**config.mk**
```make
export PLATFORM = sky130hd
export DESIGN_NAME = s2p_frame_rx
export DESIGN_NICKNAME = d
export VERILOG_FILES = /design/src/rtl/s2p_frame_rx.sv
export SDC_FILE = /design/constraint.sdc
export NUM_CORES = 1
export LEC_CHECK = 0
export CAP_MARGIN = 20
export CORE_ASPECT_RATIO = 0.8
export CORE_MARGIN = 1
export CORE_UTILIZATION = 57
export DETAILED_ROUTE_END_ITERATION = 7
export PLACE_DENSITY = 0.8
export SYNTH_ARGS = -nofsm -noshare
export SYNTH_HDL_FRONTEND = slang
export SYNTH_SLANG_ARGS = --single-unit
```
**constraint.sdc**
```tcl
create_clock -name clk -period 5.5 [get_ports clk]
set_input_delay 1.1 -clock clk [delete_from_list [all_inputs] [get_ports clk]]
set_output_delay 1.1 -clock clk [all_outputs]
set_load 0.005 [all_outputs]
```
**src/rtl/s2p_frame_rx.sv**
```systemverilog
// Framed serial-to-parallel receiver: header word, then NCH offset-corrected channel words, committed atomically with their floor average.
// Optional data-phase watchdog is built when S2P_FRAME_RX_TIMEOUT_EN is defined.
module s2p_frame_rx #(
  parameter int             NCH         = 4,
  parameter int             LOG2NCH     = 2,
  parameter int             DW          = 14,
  parameter logic [DW-1:0]  HEADER      = 'h0FFF,
  parameter int             TIMEOUT_CYC = 4096
) (
  input  logic                clk,
  input  logic                rstn,
  input  logic                sck,
  input  logic                cs,
  input  logic                mosi,
  input  logic                offset_we,
  input  logic [LOG2NCH-1:0]  offset_idx,
  input  logic [DW-1:0]       offset_wdata,
  output logic [NCH*DW-1:0]   ch_data,
  output logic [DW-1:0]       avg,
  output logic                frame_valid,
  output logic                frame_err
);

  localparam int CW = $clog2(DW + 2);

  typedef enum logic {HUNT, DATA} state_t;

  state_t               r_state, w_state_nxt;
  logic [2:0]           r_sck_s, r_cs_s;
  logic [1:0]           r_mosi_s;
  logic                 r_close;
  logic [DW-1:0]        r_sr;
  logic [CW-1:0]        r_cnt;
  logic [LOG2NCH-1:0]   r_idx;
  logic [DW-1:0]        r_offset [NCH];
  logic [DW-1:0]        r_shadow [NCH];
  logic [NCH*DW-1:0]    r_ch;
  logic [DW-1:0]        r_avg;
  logic                 r_fv, r_fe;

  logic                 w_sck_rise, w_cs_rise, w_cs_fall, w_cs_low;
  logic                 w_wellformed, w_timeout;
  logic                 w_to_data, w_store, w_commit, w_err;
  logic [DW-1:0]        w_diff;
  logic [NCH*DW-1:0]    w_frame;

  // Sign-extended sum of all channels, arithmetic shift gives floor division by NCH.
  function automatic logic [DW-1:0] f_avg(input logic [NCH*DW-1:0] v);
    logic signed [DW+LOG2NCH-1:0] s;
    s = '0;
    for (int i = 0; i < NCH; i++)
      s = s + {{LOG2NCH{v[i*DW+DW-1]}}, v[i*DW +: DW]};
    s = s >>> LOG2NCH;
    return s[DW-1:0];
  endfunction

  assign w_sck_rise   = r_sck_s[1] & ~r_sck_s[2];
  assign w_cs_rise    = r_cs_s[1] & ~r_cs_s[2];
  assign w_cs_fall    = ~r_cs_s[1] & r_cs_s[2];
  assign w_cs_low     = ~r_cs_s[1];
  assign w_wellformed = (r_cnt == CW'(DW));
  assign w_diff       = r_sr - r_offset[r_idx];

  // Stage 1: synchronisers, edge detect and bit capture
  always_ff @(posedge clk or negedge rstn) begin
    if (!rstn) begin
      r_sck_s  <= '0;
      r_cs_s   <= '1;
      r_mosi_s <= '0;
      r_close  <= 1'b0;
      r_sr     <= '0;
      r_cnt    <= '0;
    end else begin
      r_sck_s  <= {r_sck_s[1:0], sck};
      r_cs_s   <= {r_cs_s[1:0], cs};
      r_mosi_s <= {r_mosi_s[0], mosi};
      r_close  <= w_cs_rise;
      if (w_cs_fall) begin
        r_cnt <= '0;
      end else if (w_sck_rise && w_cs_low) begin
        r_sr <= {r_sr[DW-2:0], r_mosi_s[1]};
        if (r_cnt != CW'(DW + 1))
          r_cnt <= r_cnt + 1'b1;
      end
    end
  end

`ifdef S2P_FRAME_RX_TIMEOUT_EN
  localparam int WDW = $clog2(TIMEOUT_CYC + 1);
  logic [WDW-1:0] r_wdog;

  always_ff @(posedge clk or negedge rstn) begin
    if (!rstn)
      r_wdog <= '0;
    else if (r_state != DATA || r_close)
      r_wdog <= '0;
    else if (!w_timeout)
      r_wdog <= r_wdog + 1'b1;
  end

  assign w_timeout = (r_state == DATA) && (r_wdog == WDW'(TIMEOUT_CYC));
`else
  logic w_unused_timeout;
  assign w_unused_timeout = (TIMEOUT_CYC == 0);
  assign w_timeout        = 1'b0;
`endif

  always_ff @(posedge clk or negedge rstn) begin
    if (!rstn) r_state <= HUNT;
    else       r_state <= w_state_nxt;
  end

  always_comb begin
    w_state_nxt = r_state;
    w_to_data   = 1'b0;
    w_store     = 1'b0;
    w_commit    = 1'b0;
    w_err       = 1'b0;
    case (r_state)
      HUNT: begin
        if (r_close && w_wellformed && r_sr == HEADER) begin
          w_state_nxt = DATA;
          w_to_data   = 1'b1;
        end
      end
      DATA: begin
        if (r_close) begin
          if (w_wellformed) begin
            w_store = 1'b1;
            if (r_idx == LOG2NCH'(NCH - 1)) begin
              w_commit    = 1'b1;
              w_state_nxt = HUNT;
            end
          end else begin
            w_err       = 1'b1;
            w_state_nxt = HUNT;
          end
        end else if (w_timeout) begin
          w_err       = 1'b1;
          w_state_nxt = HUNT;
        end
      end
      default: w_state_nxt = HUNT;
    endcase
  end

  // The final word bypasses the shadow so it commits in its own close cycle.
  always_comb begin
    w_frame = '0;
    for (int i = 0; i < NCH; i++)
      w_frame[i*DW +: DW] = (i == NCH - 1) ? w_diff : r_shadow[i];
  end

  // Stage 2: shadow capture, offsets and atomic commit
  always_ff @(posedge clk or negedge rstn) begin
    if (!rstn) begin
      r_idx <= '0;
      for (int i = 0; i < NCH; i++) begin
        r_offset[i] <= '0;
        r_shadow[i] <= '0;
      end
      r_ch  <= '0;
      r_avg <= '0;
      r_fv  <= 1'b0;
      r_fe  <= 1'b0;
    end else begin
      if (w_to_data)
        r_idx <= '0;
      else if (w_store)
        r_idx <= r_idx + 1'b1;
      if (w_store)
        r_shadow[r_idx] <= w_diff;
      if (offset_we)
        r_offset[offset_idx] <= offset_wdata;
      if (w_commit) begin
        r_ch  <= w_frame;
        r_avg <= f_avg(w_frame);
      end
      r_fv <= w_commit;
      r_fe <= w_err;
    end
  end

  assign ch_data     = r_ch;
  assign avg         = r_avg;
  assign frame_valid = r_fv;
  assign frame_err   = r_fe;

endmodule

```
==> impl_metrics.env <==
export IMPL_outcome="finished clean"
export IMPL_critical_path_class="register to register"
export IMPL_clock_path_buffers=2
export IMPL_synthArstFlopShare_pct=100
export IMPL_ios=94
export IMPL_post_cts_setup_buffers=0
export IMPL_placement_io_buffers=93
export IMPL_synth_commonest_cells="197 x dfrtp_1, 120 x mux2_2, 79 x nand2_1"
export IMPL_core_mm2=0.0161
export IMPL_antenna_found_initial=0
export IMPL_fillers=1097
export IMPL_cts_sinks=200
export IMPL_clkTransAtPathRegs_ps=70
export IMPL_dieHeight_um=118
export IMPL_synth_cells=751
export IMPL_std_cell_rows=41
export IMPL_drtIter0Drc=398
export IMPL_tightestPinTransition_ps=1070
export IMPL_grt_pass1_wl_um=33600
export IMPL_clock_latency_ps=440
export IMPL_drc_errors=0
export IMPL_avgSynthCellArea_um2=12.7
export IMPL_synth_most_common_cell="dfrtp_1"
export IMPL_drv_slew=0
export IMPL_maxSlewHeadroom_pct=28.3
export IMPL_ant_nets=0
export IMPL_dieWidth_um=147
export IMPL_fin_tns_setup_ps=0
export IMPL_place_hpwl_um=14200
export IMPL_cts_resized=0
export IMPL_final_cells=1076
export IMPL_synth_main_ff_cell="dfrtp_1"
export IMPL_hold_viol_final=0
export IMPL_rsz0062_at_grt="false"
export IMPL_syn_num_nets=835
export IMPL_p_leak_nw=5.34
export IMPL_hp_class="register to register"
export IMPL_critPathLaunchType="register"
export IMPL_crit_path_end_kind="register"
export IMPL_yosysTopAreaCell="dfrtp_1"
export IMPL_ctsHoldBuffers=0
export IMPL_final_period_utilization_pct=90.8
export IMPL_irDropWorstVdd_uv=237
export IMPL_synth_distinct_cells=49
export IMPL_slowest_stage="dfrtp_2"
export IMPL_path_max_fanout=12
export IMPL_synth_seq_cells=200
export IMPL_cts_inserted_buffers=17
export IMPL_grt_start_max_net_pins=201
export IMPL_power_density_mw_per_mm2=319
export IMPL_syn2layout_area_growth_pct=18.8
export IMPL_cpPeakStageDelay_ps=540
export IMPL_dpl_cell_count=1044
export IMPL_drtPass1Iterations=5
export IMPL_cap_violations=0
export IMPL_synth_edf_count=0
export IMPL_antenna_diode_count=0
export IMPL_crit_arrival_ps=5290
export IMPL_syn_area_mm2=0.00957
export IMPL_path_buf_inv=2
export IMPL_nets=932
export IMPL_die_area_mm2=0.0173
export IMPL_first_global_vias=6483
export IMPL_totalPowerFinal_mw=3.63
export IMPL_setup_viol=0
export IMPL_gr_total_overflow=0
export IMPL_ys_warnings_count=0
export IMPL_wirelength_um=20000
export IMPL_clock_skew_ps=9.65
export IMPL_cts_tree="built"
export IMPL_wl_per_cell_um=18.6
export IMPL_worstPathRequired_ps=5800
export IMPL_crit_family="compound AO/OA/AOI/OAI gates"
export IMPL_start_util_pct=59.4
export IMPL_fmax_mhz=200
export IMPL_final_util_pct=70.6
export IMPL_finalCriticalPeriod_ps=4990
export IMPL_cts_max_level=4
export IMPL_cts_root_buffer="clkbuf_16"
export IMPL_place_congestion=0.879
export IMPL_yosysSeqAreaShare_pct=52.3
export IMPL_track_usage_pct=25.1
export IMPL_layout_drive_gt1_share_pct=22.9
export IMPL_yosys_top_cells_area="dfrtp_1 51%, mux2_2 14%, fa_1 6.3%"
export IMPL_vias=6134
export IMPL_path_cells="mux4_2, ha_1, inv_1, fa_1, a21o_1, a21oi_2, o21a_1, o21ai_1, a21boi_0, xor2_1, inv_1, fa_1, ha_1, a21oi_1, nor2b_1, nor3_1, o21ai_1, a21oi_1, xnor2_1, o21ai_2"
export IMPL_synth_top_cell_area_share_pct=51.5
export IMPL_viasPerCell=5.70
-- cell type report --
cell class                      count  area [um^2]  share of cell area [%]
Clock buffer                       17          425                    3.74
Clock inverter                     15          184                    1.62
Inverter                           41          154                    1.35
Multi-Input combinational cell    485         4310                    37.9
Sequential cell                   200         5010                    44.1
Tap cell                          215          269                    2.37
Timing Repair Buffer              103         1020                    8.99
-- worst reg2reg max path, cell delays in order, from the launching register on --
cell and delay [ps]:
dfrtp_2 540, mux4_2 390, ha_1 170, inv_1 60, fa_1 400, a21o_1 190, a21oi_2 200, o21a_1 160
o21ai_1 80, a21boi_0 250, xor2_1 380, inv_1 120, fa_1 490, ha_1 370, a21oi_1 180, nor2b_1 60
nor3_1 280, o21ai_1 130, a21oi_1 200, xnor2_1 160, o21ai_2 60
-- sequential cells by signal (all words and copies together) (netlist names), 2 cells and up --
name,flops
avg,14
r_cs_s,3
ch_data,56
r_idx,2
r_offset,56
r_mosi_s,2
r_cnt,4
r_sr,14
r_shadow,42
r_sck_s,3
-- path summary, 6_finish.rpt --
check / start / endpoint / slack (ps) / cells after the start
worst max-delay path: r_idx[0]$_DFFE_PN0P_ / avg[13]$_DFFE_PN0P_ / 510 / 20
worst min-delay path: r_mosi_s[0]$_DFF_PN0_ / r_mosi_s[1]$_DFF_PN0_ / 350 / 0
worst max register to register: r_idx[0]$_DFFE_PN0P_ / avg[13]$_DFFE_PN0P_ / 510 / 20
worst min register to register: r_mosi_s[0]$_DFF_PN0_ / r_mosi_s[1]$_DFF_PN0_ / 350 / 0
max in group asynchronous: rstn / r_idx[0]$_DFFE_PN0P_ / 3810 / 2
min in group asynchronous: rstn / r_cnt[1]$_DFFE_PN0P_ / 880 / 2
-- logic make-up (layout without fill, tap and decap cells) --
group / after synthesis / in the layout / share of synthesized area [%]
buffers and inverters: 66 / 176 / 2.78
AOI/OAI and AO/OA: 121 / 121 / 7.36
xor gates and xnor gates: 31 / 31 / 2.91
and+or+nand+nor: 131 / 131 / 6.14
adders and majority gates: 62 / 62 / 10.5
muxes: 140 / 140 / 18.0
DFF: 200 / 200 / 52.3
-- report_power, final --
group | switching (mW) | internal (mW) | total (mW) | leakage [nW]
sequential | 0.0647 | 1.57 | 1.63 | 2.64
clock | 0.590 | 0.690 | 1.28 | 0.297
combinational | 0.411 | 0.310 | 0.721 | 2.39
total | 1.07 | 2.57 | 3.63 | 5.34
-- per-stage QoR --
step / area [um^2] / hold slack [ps] / setup slack, ps
after floorplan: 9570 / 331 / 875
after global placement: 10800 / 333 / 574
after detailed placement: 10800 / 337 / 377
after CTS: 11400 / 356 / 353
after global routing: 11400 / 357 / 66.5
final: 11400 / 354 / 508
-- routing by layer --
metal | up-vias | GRT usage, % | wire (um)
met5 | - | 0 | 0
met4 | 0 | 7.93 | 323
met3 | 28 | 4.92 | 956
met2 | 163 | 41.9 | 9790
met1 | 3155 | 33.3 | 8950
li1 | 2788 | - | -
-- cell usage in the layout, fill, tap and decap left out, drive strengths merged, types with 6 or more instances in the layout --
cell	Yosys	final
ha	32	32
o21a	7	7
xnor2	17	17
mux4	14	14
xor2	14	14
nor2	21	21
dfrtp	197	197
fa	30	30
clkbuf	14	18
nor2b	6	6
nand3	6	6
inv	40	47
buf	11	10
nand2	79	79
clkinv	1	6
mux2	120	120
a21o	8	8
mux2i	6	6
clkdlybuf4s50	0	92
o21ai	74	74
a21oi	21	21
(Power assumes the default switching activity.)
